File: src/rtl/mc_core_if.sv
// Memory bus between mc_core (master) and the platform memory system (slave).
// Request/ready handshake: a transaction completes on the edge where mem_req & mem_ready.
interface mc_core_if #(
  parameter int WIDTH = 32
);
  logic             mem_req;
  logic             mem_we;
  logic [WIDTH-1:0] mem_addr;
  logic [WIDTH-1:0] mem_wdata;
  logic [WIDTH-1:0] mem_rdata;
  logic             mem_ready;

  modport master (
    output mem_req, mem_we, mem_addr, mem_wdata,
    input  mem_rdata, mem_ready
  );

  modport slave (
    input  mem_req, mem_we, mem_addr, mem_wdata,
    output mem_rdata, mem_ready
  );
endinterface

File: src/rtl/mc_core.sv
// Multicycle MIPS-subset core: register file, ALU, datapath and control FSM with a
// req/ready memory port, zero-extending ori, a GPIO-read instruction and a halt state.
module mc_core #(
  parameter int               WIDTH      = 32,
  parameter int               GPIO_WIDTH = 16,
  parameter logic [WIDTH-1:0] RESET_PC   = '0
) (
  input  logic                  clk,
  input  logic                  reset,
  mc_core_if.master             bus,
  input  logic [GPIO_WIDTH-1:0] gpio_i,
  output logic [WIDTH-1:0]      alu_o,
  output logic [WIDTH-1:0]      pc_o,
  output logic [3:0]            state_o,
  output logic                  halted
);

  typedef enum logic [3:0] {
    S_FETCH  = 4'd0,
    S_DECODE = 4'd1,
    S_MEMADR = 4'd2,
    S_MEMRD  = 4'd3,
    S_MEMWB  = 4'd4,
    S_MEMWR  = 4'd5,
    S_EXEC   = 4'd6,
    S_ALUWB  = 4'd7,
    S_BRANCH = 4'd8,
    S_IMMEX  = 4'd9,
    S_IMMWB  = 4'd10,
    S_JUMP   = 4'd11,
    S_HALT   = 4'd12,
    S_GPIOWB = 4'd13
  } state_t;

  localparam logic [5:0] OP_R    = 6'h00;
  localparam logic [5:0] OP_J    = 6'h02;
  localparam logic [5:0] OP_BEQ  = 6'h04;
  localparam logic [5:0] OP_ADDI = 6'h08;
  localparam logic [5:0] OP_ORI  = 6'h0D;
  localparam logic [5:0] OP_LW   = 6'h23;
  localparam logic [5:0] OP_SW   = 6'h2B;
  localparam logic [5:0] OP_IN   = 6'h3F;

  localparam logic [5:0] FN_ADD = 6'h20;
  localparam logic [5:0] FN_SUB = 6'h22;
  localparam logic [5:0] FN_AND = 6'h24;
  localparam logic [5:0] FN_OR  = 6'h25;
  localparam logic [5:0] FN_SLT = 6'h2A;

  state_t           state_reg;
  logic [WIDTH-1:0] pc_reg;
  logic [WIDTH-1:0] ir_reg;
  logic [WIDTH-1:0] mdr_reg;
  logic [WIDTH-1:0] a_reg;
  logic [WIDTH-1:0] b_reg;
  logic [WIDTH-1:0] alu_reg;
  logic [WIDTH-1:0] rf_reg [32];

  logic [5:0]       op;
  logic [5:0]       funct;
  logic [4:0]       rs;
  logic [4:0]       rt;
  logic [4:0]       rd;
  logic [WIDTH-1:0] imm_sext;
  logic [WIDTH-1:0] imm_zext;
  logic [WIDTH-1:0] alu_res;
  logic             funct_ok;
  state_t           dispatch;

  logic             wr_en;
  logic [4:0]       wr_addr;
  logic [WIDTH-1:0] wr_data;

  assign op       = ir_reg[31:26];
  assign rs       = ir_reg[25:21];
  assign rt       = ir_reg[20:16];
  assign rd       = ir_reg[15:11];
  assign funct    = ir_reg[5:0];
  assign imm_sext = {{(WIDTH-16){ir_reg[15]}}, ir_reg[15:0]};
  assign imm_zext = {{(WIDTH-16){1'b0}}, ir_reg[15:0]};

  // Decode and R-type ALU; unlisted funct codes are caught in DECODE and halt.
  always_comb begin
    funct_ok = 1'b0;
    alu_res  = '0;
    case (funct)
      FN_ADD: begin funct_ok = 1'b1; alu_res = a_reg + b_reg; end
      FN_SUB: begin funct_ok = 1'b1; alu_res = a_reg - b_reg; end
      FN_AND: begin funct_ok = 1'b1; alu_res = a_reg & b_reg; end
      FN_OR:  begin funct_ok = 1'b1; alu_res = a_reg | b_reg; end
      FN_SLT: begin
        funct_ok = 1'b1;
        alu_res  = ($signed(a_reg) < $signed(b_reg)) ? WIDTH'(1) : '0;
      end
      default: begin funct_ok = 1'b0; alu_res = '0; end
    endcase

    dispatch = S_HALT;
    case (op)
      OP_LW, OP_SW:    dispatch = S_MEMADR;
      OP_R:            dispatch = funct_ok ? S_EXEC : S_HALT;
      OP_BEQ:          dispatch = S_BRANCH;
      OP_ADDI, OP_ORI: dispatch = S_IMMEX;
      OP_J:            dispatch = S_JUMP;
      OP_IN:           dispatch = S_GPIOWB;
      default:         dispatch = S_HALT;
    endcase
  end

  always_comb begin
    wr_en   = 1'b0;
    wr_addr = '0;
    wr_data = '0;
    case (state_reg)
      S_MEMWB:  begin wr_en = 1'b1; wr_addr = rt; wr_data = mdr_reg; end
      S_ALUWB:  begin wr_en = 1'b1; wr_addr = rd; wr_data = alu_reg; end
      S_IMMWB:  begin wr_en = 1'b1; wr_addr = rt; wr_data = alu_reg; end
      S_GPIOWB: begin wr_en = 1'b1; wr_addr = rt; wr_data = WIDTH'(gpio_i); end
      default:  begin wr_en = 1'b0; wr_addr = '0; wr_data = '0; end
    endcase
  end

  // Entry 0 is never written, so r0 reads as zero without a read-side mux.
  generate
    for (genvar gi = 0; gi < 32; gi++) begin : g_rf
      always_ff @(posedge clk) begin
        if (reset) begin
          rf_reg[gi] <= '0;
        end else if (gi != 0 && wr_en && wr_addr == 5'(gi)) begin
          rf_reg[gi] <= wr_data;
        end
      end
    end
  endgenerate

  always_ff @(posedge clk) begin
    if (reset) begin
      state_reg <= S_FETCH;
      pc_reg    <= RESET_PC;
      ir_reg    <= '0;
      mdr_reg   <= '0;
      a_reg     <= '0;
      b_reg     <= '0;
      alu_reg   <= '0;
    end else begin
      case (state_reg)
        S_FETCH: begin
          if (bus.mem_ready) begin
            ir_reg    <= bus.mem_rdata;
            pc_reg    <= pc_reg + WIDTH'(4);
            state_reg <= S_DECODE;
          end
        end
        S_DECODE: begin
          a_reg     <= rf_reg[rs];
          b_reg     <= rf_reg[rt];
          alu_reg   <= pc_reg + {imm_sext[WIDTH-3:0], 2'b00};
          state_reg <= dispatch;
        end
        S_MEMADR: begin
          alu_reg   <= a_reg + imm_sext;
          state_reg <= (op == OP_LW) ? S_MEMRD : S_MEMWR;
        end
        S_MEMRD: begin
          if (bus.mem_ready) begin
            mdr_reg   <= bus.mem_rdata;
            state_reg <= S_MEMWB;
          end
        end
        S_MEMWB: state_reg <= S_FETCH;
        S_MEMWR: begin
          if (bus.mem_ready) state_reg <= S_FETCH;
        end
        S_EXEC: begin
          alu_reg   <= alu_res;
          state_reg <= S_ALUWB;
        end
        S_ALUWB: state_reg <= S_FETCH;
        S_BRANCH: begin
          if (a_reg == b_reg) pc_reg <= alu_reg;
          state_reg <= S_FETCH;
        end
        S_IMMEX: begin
          alu_reg   <= (op == OP_ORI) ? (a_reg | imm_zext) : (a_reg + imm_sext);
          state_reg <= S_IMMWB;
        end
        S_IMMWB: state_reg <= S_FETCH;
        S_JUMP: begin
          pc_reg    <= {pc_reg[WIDTH-1:28], ir_reg[25:0], 2'b00};
          state_reg <= S_FETCH;
        end
        S_GPIOWB: state_reg <= S_FETCH;
        S_HALT:   state_reg <= S_HALT;
        default:  state_reg <= S_HALT;
      endcase
    end
  end

  // Bus outputs decode the registered state; reset masks them in the reset cycle itself.
  always_comb begin
    bus.mem_req   = 1'b0;
    bus.mem_we    = 1'b0;
    bus.mem_addr  = '0;
    bus.mem_wdata = '0;
    if (!reset) begin
      case (state_reg)
        S_FETCH: begin
          bus.mem_req  = 1'b1;
          bus.mem_addr = pc_reg;
        end
        S_MEMRD: begin
          bus.mem_req  = 1'b1;
          bus.mem_addr = alu_reg;
        end
        S_MEMWR: begin
          bus.mem_req   = 1'b1;
          bus.mem_we    = 1'b1;
          bus.mem_addr  = alu_reg;
          bus.mem_wdata = b_reg;
        end
        default: begin
          bus.mem_req = 1'b0;
        end
      endcase
    end
  end

  assign alu_o   = alu_reg;
  assign pc_o    = pc_reg;
  assign state_o = state_reg;
  assign halted  = (state_reg == S_HALT);

endmodule

File: src/flat_wrapper.sv
// flat-port wrapper written by rule: the top's interface ports become plain ports
module mc_core_flat 
#(
  parameter int               WIDTH      = 32,
  parameter int               GPIO_WIDTH = 16,
  parameter logic [WIDTH-1:0] RESET_PC   = '0
)
  (clk, reset, gpio_i, alu_o, pc_o, state_o, halted, bus_mem_req, bus_mem_we, bus_mem_addr, bus_mem_wdata, bus_mem_rdata, bus_mem_ready);
  mc_core_if #(.WIDTH(WIDTH)) bus_i ();
  input  logic clk;
  input  logic reset;
  input  logic [GPIO_WIDTH-1:0] gpio_i;
  output logic [WIDTH-1:0] alu_o;
  output logic [WIDTH-1:0] pc_o;
  output logic [3:0] state_o;
  output logic halted;
  output wire logic [$bits(bus_i.mem_req)-1:0] bus_mem_req;
  output wire logic [$bits(bus_i.mem_we)-1:0] bus_mem_we;
  output wire logic [$bits(bus_i.mem_addr)-1:0] bus_mem_addr;
  output wire logic [$bits(bus_i.mem_wdata)-1:0] bus_mem_wdata;
  input wire logic [$bits(bus_i.mem_rdata)-1:0] bus_mem_rdata;
  input wire logic [$bits(bus_i.mem_ready)-1:0] bus_mem_ready;
  assign bus_mem_req = bus_i.mem_req;
  assign bus_mem_we = bus_i.mem_we;
  assign bus_mem_addr = bus_i.mem_addr;
  assign bus_mem_wdata = bus_i.mem_wdata;
  assign bus_i.mem_rdata = bus_mem_rdata;
  assign bus_i.mem_ready = bus_mem_ready;
  mc_core #(.WIDTH(WIDTH), .GPIO_WIDTH(GPIO_WIDTH), .RESET_PC(RESET_PC)) u_core (.clk(clk), .reset(reset), .bus(bus_i), .gpio_i(gpio_i), .alu_o(alu_o), .pc_o(pc_o), .state_o(state_o), .halted(halted));
endmodule
File: config.mk
export PLATFORM = sky130hd
export DESIGN_NAME = mc_core_flat
export DESIGN_NICKNAME = d
export VERILOG_FILES = /design/src/rtl/mc_core_if.sv /design/src/rtl/mc_core.sv /design/src/flat_wrapper.sv
export SDC_FILE = /design/constraint.sdc
export NUM_CORES = 2
export LEC_CHECK = 0
export ABC_AREA = 1
export BUFFER_PORTS_ARGS = -buffer_cell sky130_fd_sc_hd__buf_2
export CORE_ASPECT_RATIO = 2
export CORE_MARGIN = 1
export CORE_UTILIZATION = 35
export CTS_CLUSTER_DIAMETER = 50
export DETAILED_ROUTE_END_ITERATION = 8
export GPL_TIMING_DRIVEN = 0
export PLACE_DENSITY = 0.62
export SKIP_CTS_REPAIR_TIMING = 1
export SLEW_MARGIN = 20
export SYNTH_ARGS = -nofsm -noshare
export SYNTH_HDL_FRONTEND = slang
export SYNTH_SLANG_ARGS = --single-unit
File: constraint.sdc
create_clock -name clk -period 5.8 [get_ports clk]
set_clock_uncertainty 0.05 [all_clocks]
set_input_delay 0.87 -clock clk [delete_from_list [all_inputs] [get_ports clk]]
set_output_delay 0.87 -clock clk [all_outputs]
set_load 0.005 [all_outputs]
==> run summary, run 1 <==
post-placement cell count -> 12200
Die Y -> 643 um
sequential-to-total area share from yosys stat -> 0.468
Mapped Area -> 72000 um2
Die Wd -> 323 um
EDFF count, synth -> 992
Mean Syn Cell Area -> 7.85 um2
Rows -> 235
routability cong. -> 1.22
run-stopping error -> [ERROR GRT-0116] Global routing finished with congestion. Check the congestion regions in the DRC Viewer.
YS warnings -> 0
vias in the first global route -> 82200
io pins -> 186
Synth async-reset ratio -> 0
CTS root buf -> clkbuf_16
Final HPWL DP -> 428 mm
status -> did not finish
Total Routing Usage GR -> 0.565
CTS H-tree depth -> 4
pre-CTS setup slack -> 0.343 ns
Num CTS Buffers -> 144
predominant post-synthesis flop cell -> edfxtp_1
I/O Buffers -> 185
Exit stage -> global routing (5_1_grt)
post-synthesis cell count -> 9162
pin count of the biggest net entering global routing -> 33
Congestion Overflow GR -> 77
syn_nets -> 9405
Yosys reg bits -> 1188
initial core utilization -> 0.352
clk sinks -> 1188
synth unique cells -> 52
CTS max path bufs -> 4
first-pass GRT wire length -> 786 mm
## stage by stage
stage                util  area (um2)
floorplan               -       72000
global placement    0.373       76300
detailed placement  0.382       78200
CTS                 0.405       82800
## routing by layer
metal / overflow / global-route usage
met1: 0 / 0.507
met5: 0 / 0.0279
met4: 33 / 0.701
met3: 1 / 0.249
met2: 43 / 0.857
## synthesized netlist by cell type, types with 8 or more instances
library cell	count	area, um2
o221ai_1	9	78.8
xor2_1	19	166
inv_1	836	3140
or2_2	24	150
o211ai_1	400	3000
o21ai_0	821	4110
a21o_1	12	90.1
xnor2_1	10	87.6
a21boi_0	9	67.6
a221oi_1	8	70.1
nand4_1	46	288
inv_2	22	82.6
ha_1	188	2350
nor3_1	105	526
buf_1	88	330
a31oi_1	19	119
nand3_1	726	3630
clkbuf_1	550	2060
dfxtp_1	196	3920
o2111ai_1	9	78.8
a21oi_1	1130	5660
nor2_1	1336	5010
a22oi_1	112	841
nor2_2	9	56.3
nand2_1	1273	4780
nand3b_1	15	113
o22ai_1	18	113
edfxtp_1	992	29800
buf_2	84	420
o21bai_1	26	195
## cell families after synthesis
family / synth area share
simple gates: 0.205
flops: 0.468
xor+xnor: 0.00353
fa+ha+maj: 0.0338
compound gates: 0.205
buf+inv: 0.0843
==> run 2: changes to the inputs <==
CORE_ASPECT_RATIO = default   (was 2)
CORE_UTILIZATION = 20   (was 35)
CTS_CLUSTER_DIAMETER = default   (was 50)
PLACE_DENSITY = default   (was 0.62)
PLACE_DENSITY_LB_ADDON = 0.15   (was default)
==> run summary, run 2 <==
status -> finished clean
I/O Buffers -> 185
critical path's top delay family -> buffers and inverters
Rows -> 219
most instantiated cells after synthesis -> nor2_1, nand2_1, a21oi_1, edfxtp_1, inv_1
commonest non-fill, non-tap cell in the layout -> nor2_1
Die Wd -> 602 um
crit start category -> flip-flop
worst-path fanout max -> 10
Final nets -> 9823
Worst setup EP type -> flip-flop
CTS max path bufs -> 4
drt via density -> 5.18
minimum clock period after layout -> 5.79 ns
sequential-to-total area share from yosys stat -> 0.468
DR pass1 iterations -> 7
Yosys reg bits -> 1188
EDFF count, synth -> 992
CP cell instances -> buf_2 -> inv_2 -> buf_2 -> nor2_1 -> inv_1 -> clkbuf_1 -> clkbuf_1 -> o211ai_1 -> nand3_1 -> nand3_1 -> o211ai_1 -> o211ai_1 -> inv_1
Fmax achieved -> 173 MHz
Final Core Density -> 0.240
routability cong. -> 1.02
vias in the first global route -> 70200
Mean Syn Cell Area -> 7.85 um2
setup ws final -> 0.0140 ns
predominant post-synthesis flop cell -> edfxtp_1
top-area cell type share of the netlist area -> 0.414
most frequent cells in the layout -> nor2_1, nand2_1, a21oi_1, edfxtp_1, inv_1
Max Slew Vio Count -> 0
post-synthesis cell count -> 9162
# DRC -> 0
wire per inst -> 33.2 um
CTS root buf -> clkbuf_16
Synth Area in XOR/XNOR -> 0.00353
antenna violations before repair -> 62
Num CTS Buffers -> 157
RSZ-0062 raised after global routing -> no
Core Footprint -> 357000 um2
Final HPWL DP -> 384 mm
pin count of the biggest net entering global routing -> 33
Mapped Area -> 72000 um2
top post-synthesis cells by area -> edfxtp_1, a21oi_1, nor2_1, nand2_1, o21ai_0
pre-CTS setup slack -> 0.385 ns
P per Cell Area -> 515 nW/um2
post-route ant nets -> 0
Synth async-reset ratio -> 0
io pins -> 186
CP required -> 6.52 ns
CP Buf/Inv Count -> 7
FF+latch area -> 33700 um2
fill cell count -> 39500
WL met1 -> 197 mm
initial core utilization -> 0.202
WP data arrival -> 6.51 ns
Tcrit/Tclk final -> 0.998
max_slew headroom -> 0.127
Die Y -> 602 um
detailed route wirelength on metal2 -> 207 mm
# setup viols final -> 0
Layout area overhead -> 19.2%
Crit path top cell by count -> o211ai_1
post-synthesis mux area share -> 0
Largest register FFs -> 992
Crit-path slowest cell -> clkbuf_1
YS warnings -> 0
Clock transition at path regs -> 0.06 ns
Congestion Overflow GR -> 0
worst min-delay path category -> in2reg
post-synthesis adder-cell area fraction -> 0.0338
CTS tree -> yes
endpoints failing hold -> 0
total wire length -> 481 mm
Skew-Pair Late Insertion Delay -> 0.90 ns
DR top layer -> met5
DR vias -> 75000
Iteration-0 DRC Markers -> 10400
multi-input logic area -> 32500 um2
CTS H-tree depth -> 4
share of cells above drive strength 1 -> 0.0795
first-pass GRT wire length -> 630 mm
count leader, synth -> nor2_1
Total Routing Usage GR -> 0.255
CP peak stage delay -> 0.94 ns
dominant cell type by area after synthesis -> edfxtp_1
synth unique cells -> 52
Fin Hold WS -> 0.250 ns
clk sinks -> 1188
Slew @ Worst Pin -> 1.31 ns
Synth Area in Simple Gates -> 0.205
Synth Area in Compound Gates -> 0.205
syn_nets -> 9405
die area -> 362000 um2
WL met3 -> 41.5 mm
critical path class -> reg2reg
largest family of logic cells by synthesized area -> simple AND/OR/NAND/NOR gates
maximum VDD drop -> 0.262 mV
MaxCap Viol Count -> 0
P_leak -> 29.9 nW
run 2: cell counts after synthesis:
Identical to the previous run, type by type.
run 2: cell type report:
type | count | share of cell area
Tap cell | 4751 | 0.0693
Inverter | 860 | 0.0376
Buffer | 725 | 0.0343
Antenna cell | 25 | 0.000729
Clock inverter | 81 | 0.00939
Clock buffer | 197 | 0.0489
Sequential cell | 1188 | 0.393
Timing Repair Buffer | 259 | 0.0284
Multi-Input combinational cell | 6389 | 0.378
run 2: per-layer routing:
metal | vias up | track usage
li1 | 32500 | -
met1 | 37400 | 0.327
met2 | 4162 | 0.390
met3 | 950 | 0.0558
met4 | 24 | 0.157
met5 | - | 0
run 2: metrics by stage:
stage          power (W)  instance area (um2)  setup TNS [ns]  instances
6_report          0.0442                85800               0      14500
5_1_grt           0.0454                85700               0      14500
4_1_cts           0.0434                85700               0      14400
3_5_place_dp      0.0334                80700               0      14200
3_3_place_gp      0.0331                78800         -705.19      14100
2_1_floorplan     0.0218                72000               0       9162
run 2: path summary, 6_finish.rpt:
check | cells past startpoint | startpoint | to | slack, ns
min reg2reg | 2 | u_core.mdr_reg[10]$_SDFFE_PP0P_ | u_core.mdr_reg[10]$_SDFFE_PP0P_ | 0.40
min | 3 | bus_mem_rdata[21] | u_core.mdr_reg[21]$_SDFFE_PP0P_ | 0.25
max reg2reg | 13 | u_core.ir_reg[16]$_SDFFE_PP0P_ | u_core.b_reg[7]$_SDFFE_PP0P_ | 0.01
max | 13 | u_core.ir_reg[16]$_SDFFE_PP0P_ | u_core.b_reg[7]$_SDFFE_PP0P_ | 0.01
run 2: where the power goes:
group / leakage, nW / internal (W) / switching, W
Combinational: 15.6 / 0.00517 / 0.0173
Sequential: 11.9 / 0.00999 / 0.00167
Clock: 2.42 / 0.00574 / 0.00429
run 2: worst reg2reg max path: cells and delay by family, from the launching register on:
kind	cells	cell delay [ns]
and+or+nand+nor	3	1.45
DFF	1	0.30
AOI/OAI and AO/OA	3	0.76
buffers and inverters	7	3.15
run 2: cells by family after synthesis:
group | Yosys count
xor+xnor | 29
compound gates | 2608
flops | 1188
buf+inv | 1585
simple gates | 3560
fa+ha+maj | 192
No activity file was read; power rests on OpenSTA's default activity.
